File: config.mk
export PLATFORM = sky130hd
export DESIGN_NAME = ahb_master_burst
export DESIGN_NICKNAME = d
export VERILOG_FILES = /design/src/rtl/ahb_master_burst.sv
export SDC_FILE = /design/constraint.sdc
export NUM_CORES = 1
export LEC_CHECK = 0
export CAP_MARGIN = 30
export CORE_MARGIN = 5
export CORE_UTILIZATION = 45
export CTS_BUF_LIST = sky130_fd_sc_hd__clkbuf_4 sky130_fd_sc_hd__clkbuf_8 sky130_fd_sc_hd__clkbuf_16
export DETAILED_ROUTE_END_ITERATION = 8
export MAX_ROUTING_LAYER = met4
export PLACE_DENSITY = 0.72
export SETUP_SLACK_MARGIN = 0.4
export SKIP_LAST_GASP = 1
export SLEW_MARGIN = 20
export SYNTH_ARGS = -nofsm -noshare
export SYNTH_HDL_FRONTEND = slang
export SYNTH_SLANG_ARGS = --single-unit
File: constraint.sdc
create_clock -name CLK_MASTER -period 4.7 [get_ports CLK_MASTER]
set_clock_uncertainty 0.15 [all_clocks]
set_input_delay 0.94 -clock CLK_MASTER [delete_from_list [all_inputs] [get_ports CLK_MASTER]]
set_output_delay 0.94 -clock CLK_MASTER [all_outputs]
set_load 0.02 [all_outputs]
File: src/rtl/ahb_master_burst.sv
// rtl/ahb_master_burst.sv - AHB-Lite burst master with a 16x32 write-data FIFO
module ahb_master_burst (
    input  logic        CLK_MASTER,
    input  logic        RESET_MASTER,
    input  logic        HREADY,
    input  logic [31:0] HRDATA,
    input  logic [31:0] data_top,
    input  logic [31:0] addr_top,
    input  logic        write_top,
    input  logic [3:0]  beat_length,
    input  logic        enb,
    input  logic        wrap_enb,
    output logic [31:0] HADDR,
    output logic        HWRITE,
    output logic [2:0]  HSIZE,
    output logic [2:0]  HBURST,
    output logic [1:0]  HTRANS,
    output logic [31:0] HWDATA,
    output logic        fifo_full,
    output logic        fifo_empty,
    output logic [31:0] rdata_top,
    output logic        rdata_valid
);
    typedef enum logic [1:0] {S_IDLE, S_NONSEQ, S_SEQ, S_BUSY} state_t;

    localparam logic [1:0] TR_IDLE   = 2'b00;
    localparam logic [1:0] TR_BUSY   = 2'b01;
    localparam logic [1:0] TR_NONSEQ = 2'b10;
    localparam logic [1:0] TR_SEQ    = 2'b11;

    state_t      state_q, state_d;
    logic [31:0] haddr_q, haddr_d;
    logic        hwrite_q, hwrite_d;
    logic [2:0]  hburst_q, hburst_d;
    logic [1:0]  htrans_q, htrans_d;
    logic [31:0] hwdata_q, hwdata_d;
    logic [31:0] rdata_q, rdata_d;
    logic        rvalid_q, rvalid_d;
    logic [4:0]  beats_left_q, beats_left_d;
    logic [3:0]  len_q, len_d;
    logic        wrap_q, wrap_d;
    logic        dp_read_q, dp_read_d;
    logic [3:0]  wr_ptr_q, wr_ptr_d;
    logic [3:0]  rd_ptr_q, rd_ptr_d;
    logic [4:0]  count_q, count_d;
    logic        full_q, full_d;
    logic        empty_q, empty_d;
    logic [31:0] mem_q [16];

    logic        push, accept, pop;
    logic [31:0] wrap_mask, next_addr;

    function automatic logic [2:0] burst_code(input logic [3:0] len, input logic wrap);
        case (len)
            4'd1:    burst_code = 3'b000;
            4'd4:    burst_code = wrap ? 3'b010 : 3'b011;
            4'd8:    burst_code = wrap ? 3'b100 : 3'b101;
            4'd0:    burst_code = wrap ? 3'b110 : 3'b111;
            default: burst_code = 3'b001;
        endcase
    endfunction

    assign push   = write_top && !full_q;
    assign accept = HREADY && ((state_q == S_NONSEQ) || (state_q == S_SEQ));
    assign pop    = accept && hwrite_q;

    // Only the three fixed-length sizes wrap; a zero mask selects plain increment.
    always_comb begin
        case (len_q)
            4'd4:    wrap_mask = 32'h0000_000F;
            4'd8:    wrap_mask = 32'h0000_001F;
            4'd0:    wrap_mask = 32'h0000_003F;
            default: wrap_mask = 32'h0000_0000;
        endcase
        if (wrap_q && (wrap_mask != 32'd0)) begin
            next_addr = (haddr_q & ~wrap_mask) | ((haddr_q + 32'd4) & wrap_mask);
        end else begin
            next_addr = haddr_q + 32'd4;
        end
    end

    always_comb begin
        state_d      = state_q;
        haddr_d      = haddr_q;
        hwrite_d     = hwrite_q;
        hburst_d     = hburst_q;
        hwdata_d     = hwdata_q;
        rdata_d      = rdata_q;
        rvalid_d     = 1'b0;
        beats_left_d = beats_left_q;
        len_d        = len_q;
        wrap_d       = wrap_q;
        dp_read_d    = dp_read_q;

        count_d  = count_q + {4'd0, push} - {4'd0, pop};
        wr_ptr_d = wr_ptr_q + {3'd0, push};
        rd_ptr_d = rd_ptr_q + {3'd0, pop};
        full_d   = (count_d == 5'd16);
        empty_d  = (count_d == 5'd0);

        if (HREADY) begin
            if (dp_read_q) begin
                rdata_d  = HRDATA;
                rvalid_d = 1'b1;
            end
            dp_read_d = accept && !hwrite_q;
        end

        case (state_q)
            S_IDLE: begin
                if (enb && !(write_top && empty_q)) begin
                    state_d      = S_NONSEQ;
                    haddr_d      = addr_top;
                    hwrite_d     = write_top;
                    len_d        = beat_length;
                    wrap_d       = wrap_enb;
                    hburst_d     = burst_code(beat_length, wrap_enb);
                    beats_left_d = (beat_length == 4'd0) ? 5'd16 : {1'b0, beat_length};
                end
            end
            S_NONSEQ, S_SEQ: begin
                if (HREADY) begin
                    if (pop) begin
                        hwdata_d = mem_q[rd_ptr_q];
                    end
                    if (beats_left_q == 5'd1) begin
                        state_d = S_IDLE;
                    end else begin
                        haddr_d      = next_addr;
                        beats_left_d = beats_left_q - 5'd1;
                        state_d      = (hwrite_q && (count_d == 5'd0)) ? S_BUSY : S_SEQ;
                    end
                end
            end
            S_BUSY: begin
                if (HREADY && !empty_q) begin
                    state_d = S_SEQ;
                end
            end
            default: state_d = S_IDLE;
        endcase

        case (state_d)
            S_NONSEQ: htrans_d = TR_NONSEQ;
            S_SEQ:    htrans_d = TR_SEQ;
            S_BUSY:   htrans_d = TR_BUSY;
            default:  htrans_d = TR_IDLE;
        endcase
    end

    always_ff @(posedge CLK_MASTER or negedge RESET_MASTER) begin
        if (!RESET_MASTER) begin
            state_q      <= S_IDLE;
            haddr_q      <= 32'd0;
            hwrite_q     <= 1'b0;
            hburst_q     <= 3'b000;
            htrans_q     <= TR_IDLE;
            hwdata_q     <= 32'd0;
            rdata_q      <= 32'd0;
            rvalid_q     <= 1'b0;
            beats_left_q <= 5'd0;
            len_q        <= 4'd0;
            wrap_q       <= 1'b0;
            dp_read_q    <= 1'b0;
            wr_ptr_q     <= 4'd0;
            rd_ptr_q     <= 4'd0;
            count_q      <= 5'd0;
            full_q       <= 1'b0;
            empty_q      <= 1'b1;
        end else begin
            state_q      <= state_d;
            haddr_q      <= haddr_d;
            hwrite_q     <= hwrite_d;
            hburst_q     <= hburst_d;
            htrans_q     <= htrans_d;
            hwdata_q     <= hwdata_d;
            rdata_q      <= rdata_d;
            rvalid_q     <= rvalid_d;
            beats_left_q <= beats_left_d;
            len_q        <= len_d;
            wrap_q       <= wrap_d;
            dp_read_q    <= dp_read_d;
            wr_ptr_q     <= wr_ptr_d;
            rd_ptr_q     <= rd_ptr_d;
            count_q      <= count_d;
            full_q       <= full_d;
            empty_q      <= empty_d;
        end
    end

    // Storage needs no reset: clearing the pointers and count discards the contents.
    always_ff @(posedge CLK_MASTER) begin
        if (push) begin
            mem_q[wr_ptr_q] <= data_top;
        end
    end

    assign HADDR       = haddr_q;
    assign HWRITE      = hwrite_q;
    assign HSIZE       = 3'b010;
    assign HBURST      = hburst_q;
    assign HTRANS      = htrans_q;
    assign HWDATA      = hwdata_q;
    assign fifo_full   = full_q;
    assign fifo_empty  = empty_q;
    assign rdata_top   = rdata_q;
    assign rdata_valid = rvalid_q;
endmodule

==> metrics.csv, run 1 <==
metric,value,unit
ant_nets,0,
rrSetupSlack,1.20,ns
rr_startpoint,HTRANS[0],
place_hpwl,34800,µm
synthFlopType,edfxtp_1,
drtIter0Drc,1311,
num-fill-cells,4262,
clk_pin_slew,0.06,ns
cts.sinks,642,
worst_setup_path_end_kind,flip-flop,
powerDensity,635,mW/mm²
total_power,19.7,mW
syn_area_per_cell,18.2,µm²
required,5.04,ns
setup_viol,0,
synth_seq_cells,642,
finalCritPeriodShare,76.0,%
synth_top_area_share,60.4,%
tns,0,ns
r2r_end,HTRANS[1],
final_cell_mix,"512 x edfxtp_1, 209 x clkdlybuf4s50_1, 128 x mux4_2, 126 x dfrtp_1, 76 x o21ai_0",
dp_cells,2336,
drc,0,
portBuffers,210,
worstSetupStartpointType,primary input,
syn_inst,1400,
preCtsSetupSlack,0.488,ns
die-area,0.0614,mm²
synth-warning-count,0,
grt_pass1_vias,14400,
antenna_found_initial,2,
cts_hold_buf,0,
r2r_cells,15,
die_h,248,µm
yosys.area.top_type,edfxtp_1,
htree_num_levels,2,
relSlewSlack,42.0,%
instances_no_fill,2454,
clock_path_buffers,3,
async_reset_ff_share,20.2,%
yosysUniqueCellTypes,63,
grt_usage,19.2,%
via_per_inst,5.67,
cts_resized,0,
die_x,248,µm
clk_latency,0.62,ns
status,"finished, final reports clean",
drv_cap,0,
ys_top_cells_by_area,"edfxtp_1 60%, dfrtp_1 13%, mux4_2 11%, mux2i_1 2.6%, mux2_2 1.8%",
avgRoutedWirePerCell,23.5,µm
grt_start_max_net_pins,85,
drive_above_1_share,20.8,%
final_common_cell,edfxtp_1,
worst_slew_pin_slew,0.861,ns
hold_ws,0.238,ns
synth_area,0.0255,mm²
first_pass_iters,5,
timing.final.crit_period,3.57,ns
synth_edf_count,512,
cp_max_fo,10,
rsz0062_at_grt,false,
slew_violations,0,
vdd_drop_max,0.328,mV
gp_congestion,0.844,
cp.arrival,3.91,ns
core,0.0562,mm²
cts_setup_buffers,0,
layout_setup_ws,1.13,ns
hold_class,in2async,
dr_total_vias,13900,
cts_tree,done,
critPathKind,in2reg,
power_leakage,10.4,nW
wl,57600,µm
synth_seq_area_share,73.2,%
numCtsBuffers,61,
clockRootBuffer,clkbuf_16,
rows,87,
max_freq,280,MHz
finalHoldViolations,0,
gr-total-overflow,0,
area_delta_synth_final,21.8,%
final_nets,1762,
grt_pass1_wl,87500,µm
num_io_pins,214,
start_util,45.3,%
-- per-layer routing --
metal  vias up  track usage, %  part of all wire, %
met5         -               -                    0
met4         0            3.88                  1.6
met3        66            3.60                  8.7
met2       574            30.3                   48
met1      7201            26.8                   42
li1       6074               -                    -
-- cell type report --
class | instances | area [µm²] | area share [%]
clock inverter | 28 | 355 | 1.15
multi-input combinational | 662 | 6560 | 21.2
inverter | 22 | 82.6 | 0.266
tap | 756 | 946 | 3.05
antenna | 3 | 7.51 | 0.0242
timing repair buffer | 254 | 2620 | 8.46
sequential | 642 | 18600 | 60.1
clock buffer | 87 | 1780 | 5.76
-- power by group --
group          switching (mW)  internal [mW]  total (mW)
Sequential              0.788           7.22        8.00
Clock                    2.08           3.03        5.11
Combinational            3.49           3.09        6.58
-- logic make-up (layout without fill, tap and decap cells) --
group / count (synthesis) / after routing / share of synthesized area (%)
xor gates and xnor gates: 9 / 9 / 0.310
other: 2 / 6 / 0.0295
muxes: 236 / 236 / 15.8
DFF: 642 / 642 / 73.2
buffers and inverters: 97 / 391 / 1.60
AOI/OAI and AO/OA: 199 / 199 / 4.60
adders and majority gates: 13 / 13 / 0.668
and+or+nand+nor: 202 / 202 / 3.83
-- cells in the mapped netlist (all sizes together) (21+ instances only) --
master and n:
edfxtp 512, dfrtp 129, mux4 128, o21ai 77
mux2i 67, nor2 66, a21oi 57, clkbuf 46
nand2 44, mux2 41, buf 29, inv 21
-- worst max-delay path, cell delays in order --
cell,delay [ns]
clkdlybuf4s50_1,0.73
and3_1,0.33
nand2b_1,0.12
nand2_1,0.08
ha_1,0.15
inv_1,0.05
fa_1,0.38
nand2b_1,0.15
a21oi_1,0.15
xor2_1,0.29
inv_1,0.10
nor3_1,0.27
o211ai_1,0.14
-- stage by stage --
step	area, µm²	util (%)
after detailed placement	28800	51.4
after global routing	31000	55.2
after CTS	31000	55.2
after floorplan	25500	-
final	31000	55.2
after global placement	28800	51.3
-- state kept, by name, indices dropped and copies added, names as in the netlist, named ones only --
name and count:
HADDR 29, mem_q 512, HWRITE 1, len_q 4
beats_left_q 5, HWDATA 32, state_q 1, wr_ptr_q 4
rdata_top 32, fifo_empty 1, rdata_valid 1, rd_ptr_q 4
HBURST 3, fifo_full 1, dp_read_q 1, HTRANS 2
wrap_q 1, count_q 5
-- worst max-delay path by stage --
stage	startpoint	endpoint	cells after the start
finish	HREADY	HTRANS[1]	13
floorplan	write_top	mem_q[4][0]	4
detailed placement	HREADY	HTRANS[1]	13
CTS	HREADY	HTRANS[1]	13
global route	HTRANS[0]	HTRANS[1]	15
global placement	HREADY	HTRANS[1]	13
No activity file was read; power rests on OpenSTA's default activity.
==> run 2, diff against run 1 <==
==> constraint.sdc (replaced) <==
create_clock -name CLK_MASTER -period 3.69 [get_ports CLK_MASTER]
set_clock_uncertainty 0.15 [all_clocks]
set_input_delay 0.738 -clock CLK_MASTER [delete_from_list [all_inputs] [get_ports CLK_MASTER]]
set_output_delay 0.738 -clock CLK_MASTER [all_outputs]
set_load 0.02 [all_outputs]
==> run 2 against run 1 <==
Sequential power up 28%; global-route usage rose by 0.19 points; die area unchanged; setup slack worse by 0.44 ns; count of clock-buffer cells in the layout up 4; register-to-register slack got worse by 0.52 ns; non-clock buffer count grew 15; highest routed layer unchanged.
==> metrics.csv, run 2 (synthesized netlist as in run 1, its figures left out) <==
metric,value,unit,change
drc,0,,unchanged
slew_violations,0,,unchanged
grt_pass1_wl,88100,µm,+0.65%
crit_top_cell,inv_1,,
cts.sinks,642,,unchanged
ant_nets,0,,unchanged
hold_end,HBURST[2],,
cp_max_fo,4,,-6
crit_buf_inv,3,,unchanged
multi_input_area,0.00658,mm²,+0.36%
core,0.0562,mm²,unchanged
max_stage_delay,0.48,ns,-0.25 ns
htree_num_levels,3,,+1
largest-register,mem_q,,
first_pass_iters,6,,+1
tns,0,ns,unchanged
clock_path_buffers,3,,unchanged
r2r_cells,13,,-2
hold_ws,0.337,ns,+0.0989 ns
drtIter0Drc,936,,-29%
rsz0062_at_grt,false,,
largest_reg_flops,512,,unchanged
numCtsBuffers,69,,+13%
gp_congestion,0.868,,+2.8%
clockRootBuffer,clkbuf_16,,
num-fill-cells,4270,,+0.19%
preCtsSetupSlack,0.134,ns,-0.354 ns
final_common_cell,edfxtp_1,,
power_leakage,10.6,nW,+1.5%
cts_tree,done,,
drv_cap,0,,unchanged
die_h,248,µm,unchanged
portBuffers,210,,unchanged
hold_depth,2,,
finalCritPeriodShare,81.4,%,
die_x,248,µm,unchanged
grt_usage,19.4,%,+0.19 points
start_util,45.3,%,unchanged
timing.final.crit_period,3.01,ns,
vdd_drop_max,0.438,mV,+34%
clk_pin_slew,0.06,ns,about the same
grt_start_max_net_pins,57,,-33%
avgRoutedWirePerCell,23.3,µm,-0.46%
relSlewSlack,38.9,%,-3.1 points
clk_latency,0.61,ns,about the same
num_io_pins,214,,unchanged
hold_class,reg2reg,,
place_hpwl,35000,µm,+0.45%
cpMaxStageDelayCell,fa_1,,
critPathKind,reg2reg,,
layout_setup_ws,0.684,ns,-0.443 ns
finalHoldViolations,0,,unchanged
status,"finished, final reports clean",,
grt_use_met2,31.6,%,+1.3 points
worst_setup_path_end_kind,flip-flop,,
final_nets,1785,,+1.3%
dr_total_vias,13900,,-0.072%
worst_slew_pin_slew,0.908,ns,+0.0463 ns
grtUsageMet1,24.9,%,-1.9 points
busiest_layer,met2,,
hp-start,HBURST[2],,
required,4.05,ns,-0.99 ns
wl,57900,µm,+0.64%
crit_family,adder cells,,
area_delta_synth_final,23.1,%,
antenna_found_initial,4,,+2
total_power,25.5,mW,+30%
gr-total-overflow,0,,unchanged
powerDensity,815,mW/mm²,+28%
regArea,0.0186,mm²,unchanged
path_cells,inv_1 > ha_1 > and3_1 > nand2b_1 > nand2_1 > ha_1 > inv_1 > fa_1 > inv_1 > or3_1 > a21oi_1 > nand4_1 > a21oi_1,,
worstSetupStartpointType,flip-flop,,
grt_pass1_vias,14600,,+1.8%
r2r_end,state_q[0],,
crit_cells,13,,unchanged
setup_viol,0,,unchanged
die-area,0.0614,mm²,unchanged
rows,87,,unchanged
rrSetupSlack,0.68,ns,-0.52 ns
rr_startpoint,HTRANS[0],,
final_cell_mix,"512 x edfxtp_1, 209 x clkdlybuf4s50_1, 128 x mux4_2, 126 x dfrtp_1, 76 x o21ai_0",,
via_per_inst,5.60,,-1.2%
cp.arrival,3.36,ns,-0.55 ns
gr-usage-met3,4.94,%,+1.3 points
max_freq,333,MHz,
drive_above_1_share,21.8,%,+0.96 points
run 2: cell count changes in the layout (fill, tap and decap cells not counted), moves of 2 or more:
cell / before / now
bufinv_16: 7 / 4
clkinv_16: 1 / 3
clkbuf_16: 61 / 69
buf_12: 13 / 17
clkinv_1: 5 / 9
nor3_4: 1 / 4
clkinvlp_4: 2 / 4
nor3_2: 4 / 2
buf_4: 29 / 40
clkbuf_8: 10 / 5
run 2: layout make-up:
| cell class | instances | area share (%) |
|---|---|---|
| diodes | 4 | 0.0319 |
| clock buffers | 91 | 6.14 |
| well taps | 756 | 3.02 |
| repair buffers | 269 | 8.82 |
| clock inverters | 35 | 1.25 |
| flip-flops and latches | 642 | 59.5 |
| inverters | 22 | 0.264 |
| multi-input cells | 662 | 21.0 |
run 2: power by group:
part / switching (mW) / internal, mW
clock network: 2.86 / 4.02
logic: 4.40 / 4.04
registers: 1.02 / 9.19
run 2: layer usage:
layer / vias to the layer above / routed length (µm)
li1: 6112 / -
met1: 7194 / 23500
met2: 516 / 28600
met3: 83 / 4710
met4: 0 / 1110
met5: - / 0
run 2: metrics by stage:
stage	utilization, %	cells	cell area (µm²)
4_1_cts	55.7	2476	31300
5_1_grt	55.8	2481	31300
3_5_place_dp	51.6	2349	29000
6_report	55.8	2481	31300
2_1_floorplan	-	1401	25500
3_3_place_gp	51.6	2349	29000
run 2: worst min-delay path: stages (launching register included):
cell,delay [ns]
dfrtp_1,0.35
nand2_1,0.05
o41ai_1,0.05
run 2: how the worst max path moves through the flow:
| stage | start | endpoint | slack (ns) |
|---|---|---|---|
| floorplan | write_top | mem_q[1][0] | 0.17 |
| global route | HTRANS[0] | HTRANS[1] | 0.45 |
| CTS | HTRANS[0] | HTRANS[1] | 0.62 |
| detailed placement | write_top | HTRANS[1] | 0.13 |
| finish | HTRANS[0] | state_q[0] | 0.68 |
| global placement | write_top | HTRANS[1] | 0.22 |
run 2: what timing repair did:
| action | in CTS | in global routing |
|---|---|---|
| gates resized for setup | 0 | 1 |
| setup buffers | 0 | 0 |
| endpoints found under the setup margin | 0 | 1 |
| hold buffers | 1 | 0 |
| hold endpoints to repair | 52 | 0 |
==> run 3, diff against run 2 <==
==> constraint.sdc (replaced) <==
create_clock -name CLK_MASTER -period 3.15 [get_ports CLK_MASTER]
set_clock_uncertainty 0.15 [all_clocks]
set_input_delay 0.63 -clock CLK_MASTER [delete_from_list [all_inputs] [get_ports CLK_MASTER]]
set_output_delay 0.63 -clock CLK_MASTER [all_outputs]
set_load 0.02 [all_outputs]
==> run 3 against run 2 <==
Setup slack lost 0.31 ns; clock power grew 11%; worst hold slack gained 0.0077 ns; critical path type unchanged; via count grew 1.9%; global-route usage shrank 0.079 points; combinational power grew 22%; register-to-register slack lost 0.31 ns.
==> metrics.csv, run 3 (synthesized netlist as in run 1, its figures left out) <==
metric,value,unit,change
clkPwrFrac,25.7,%,-1.2 points
crit_family,adder cells,,
cpMaxStageDelayCell,fa_2,,
slew_violations,0,,unchanged
status,"finished, final reports clean",,
grt_usage,19.3,%,-0.079 points
total_power,29.8,mW,+17%
cp_max_fo,3,,-1
area_delta_synth_final,23.4,%,
num_io_pins,214,,unchanged
finalHoldViolations,0,,unchanged
clk_latency,0.60,ns,about the same
first_pass_iters,5,,-1
rows,87,,unchanged
finalCritPeriodShare,88.1,%,+6.6 points
setup_viol,0,,unchanged
internal_power,20.1,mW,+17%
relSlewSlack,56.3,%,+17 points
worstSetupStartpointType,flip-flop,,
largest-register,mem_q,,
avgRoutedWirePerCell,23.1,µm,-0.95%
grt_pass1_wl,87800,µm,-0.38%
drtIter0Drc,1142,,+22%
hold_class,reg2reg,,
worst_slew_pin_slew,0.652,ns,-0.256 ns
drc,0,,unchanged
rsz0062_at_grt,true,,
path_cells,inv_2 > ha_4 > and3_4 > nand2b_4 > nand2_4 > ha_4 > inv_2 > fa_2 > inv_2 > or3_4 > a21oi_4 > nand4_1 > a21oi_1,,
die_x,248,µm,unchanged
powerDensity,949,mW/mm²,+17%
die_h,248,µm,unchanged
grt_pass1_vias,14500,,-0.72%
portBuffers,210,,unchanged
htree_num_levels,3,,unchanged
grt_start_max_net_pins,57,,unchanged
timing.final.crit_period,2.77,ns,-0.231 ns
required,3.51,ns,-0.54 ns
max_stage_delay,0.52,ns,+0.04 ns
clockRootBuffer,clkbuf_16,,
clock_path_buffers,3,,unchanged
drive_above_1_share,23.1,%,+1.3 points
cts_tree,done,,
p_sw,9.71,mW,+17%
die-area,0.0614,mm²,unchanged
worst_setup_path_end_kind,flip-flop,,
max_freq,360,MHz,+8.3%
instances_no_fill,2496,,+0.60%
largest_reg_flops,512,,unchanged
final_cell_mix,"512 x edfxtp_1, 209 x clkdlybuf4s50_1, 128 x mux4_2, 126 x dfrtp_1, 76 x o21ai_0",,
core,0.0562,mm²,unchanged
gr-total-overflow,0,,unchanged
numCtsBuffers,68,,-1.4%
crit_top_cell,inv_2,,
crit_buf_inv,3,,unchanged
sequentialPowerShare,39.6,%,-0.4 points
wl,57700,µm,-0.35%
drv_cap,0,,unchanged
tns,0,ns,unchanged
critPathKind,reg2reg,,
place_hpwl,36000,µm,+2.9%
vdd_drop_max,0.546,mV,+25%
dp_cells,2364,,+0.64%
final_nets,1803,,+1.0%
via_per_inst,5.68,,+1.3%
p_sw_share,32.6,%,+0.12 points
start_util,45.3,%,unchanged
gp_congestion,0.839,,-3.4%
final_common_cell,edfxtp_1,,
dr_total_vias,14200,,+1.9%
antenna_found_initial,2,,-2
power_leakage,10.6,nW,+0.55%
comb_power_share,34.6,%,+1.5 points
cts.sinks,642,,unchanged
cp.arrival,3.13,ns,-0.23 ns
clk_pin_slew,0.06,ns,about the same
hold_ws,0.345,ns,+0.00766 ns
ant_nets,0,,unchanged
-- run 3: cell count changes in the layout (fill, tap and decap cells not counted), moves of 3 or more --
cell | previous run | this run
inv_1 | 21 | 17
clkinv_16 | 3 | 0
inv_2 | 0 | 4
buf_4 | 40 | 59
clkinv_2 | 12 | 18
clkinvlp_4 | 4 | 1
clkbuf_8 | 5 | 0
clkbuf_4 | 17 | 12
clkinv_1 | 9 | 14
-- run 3: worst min-delay path, stage by stage (launching register included) --
cell and delay, ns:
dfrtp_1 0.34, a21oi_1 0.05, o21ai_0 0.06
-- run 3: path summary, 6_finish.rpt --
path                         startpoint            end  slack, ns  cells past startpoint
setup / recovery             state_q[0]     state_q[0]       0.38                     13
hold / removal                HWDATA[3]      HWDATA[3]       0.34                      2
setup reg to reg             state_q[0]     state_q[0]       0.38                     13
hold reg to reg               HWDATA[3]      HWDATA[3]       0.34                      2
max in group asynchronous  RESET_MASTER    rd_ptr_q[0]       1.60                      3
min in group asynchronous  RESET_MASTER  rdata_top[22]       0.44                      2
-- run 3: through the flow --
step / setup WS, ns / util, % / instance area, µm²
global route: 0.265 / 55.9 / 31400
CTS: 0.377 / 55.9 / 31400
detailed placement: -0.179 / 51.9 / 29200
floorplan: 0.142 / - / 25600
global placement: -0.0969 / 51.9 / 29200
finish: 0.376 / 55.9 / 31400
-- run 3: layer usage --
| layer | vias up | share of wire [%] | track usage, % |
|---|---|---|---|
| met5 | - | 0 | - |
| met4 | 0 | 1.9 | 5.12 |
| met3 | 89 | 8.7 | 3.47 |
| met2 | 614 | 49 | 31.6 |
| met1 | 7299 | 40 | 25.5 |
| li1 | 6168 | - | - |
-- run 3: power groups by stage --
stage	combinational, mW	sequential, mW	clock (mW)
4_1_cts	10.4	11.8	7.88
3_3_place_gp	10.1	11.9	0
3_5_place_dp	10.3	12.0	0
2_1_floorplan	5.94	12.3	0
5_1_grt	11.2	12.0	8.26
6_report	10.3	11.8	7.67
-- run 3: repair_timing --
item | 4_1_cts | 5_1_grt
hold endpoints to repair | 53 | 0
endpoints found under the setup margin | 3 | 3
gates resized for setup | 7 | 2
hold buffers | 1 | 0
setup buffers | 4 | 1
pin swaps | 6 | 4
-- run 3: area by class of cell --
class | instances | area, µm²
clock inverter | 41 | 312
inverter | 22 | 82.6
antenna | 3 | 7.51
fill | 4222 | 24800
timing repair buffer | 288 | 2920
tap | 756 | 946
sequential | 642 | 18600
multi-input combinational | 662 | 6670
clock buffer | 82 | 1840
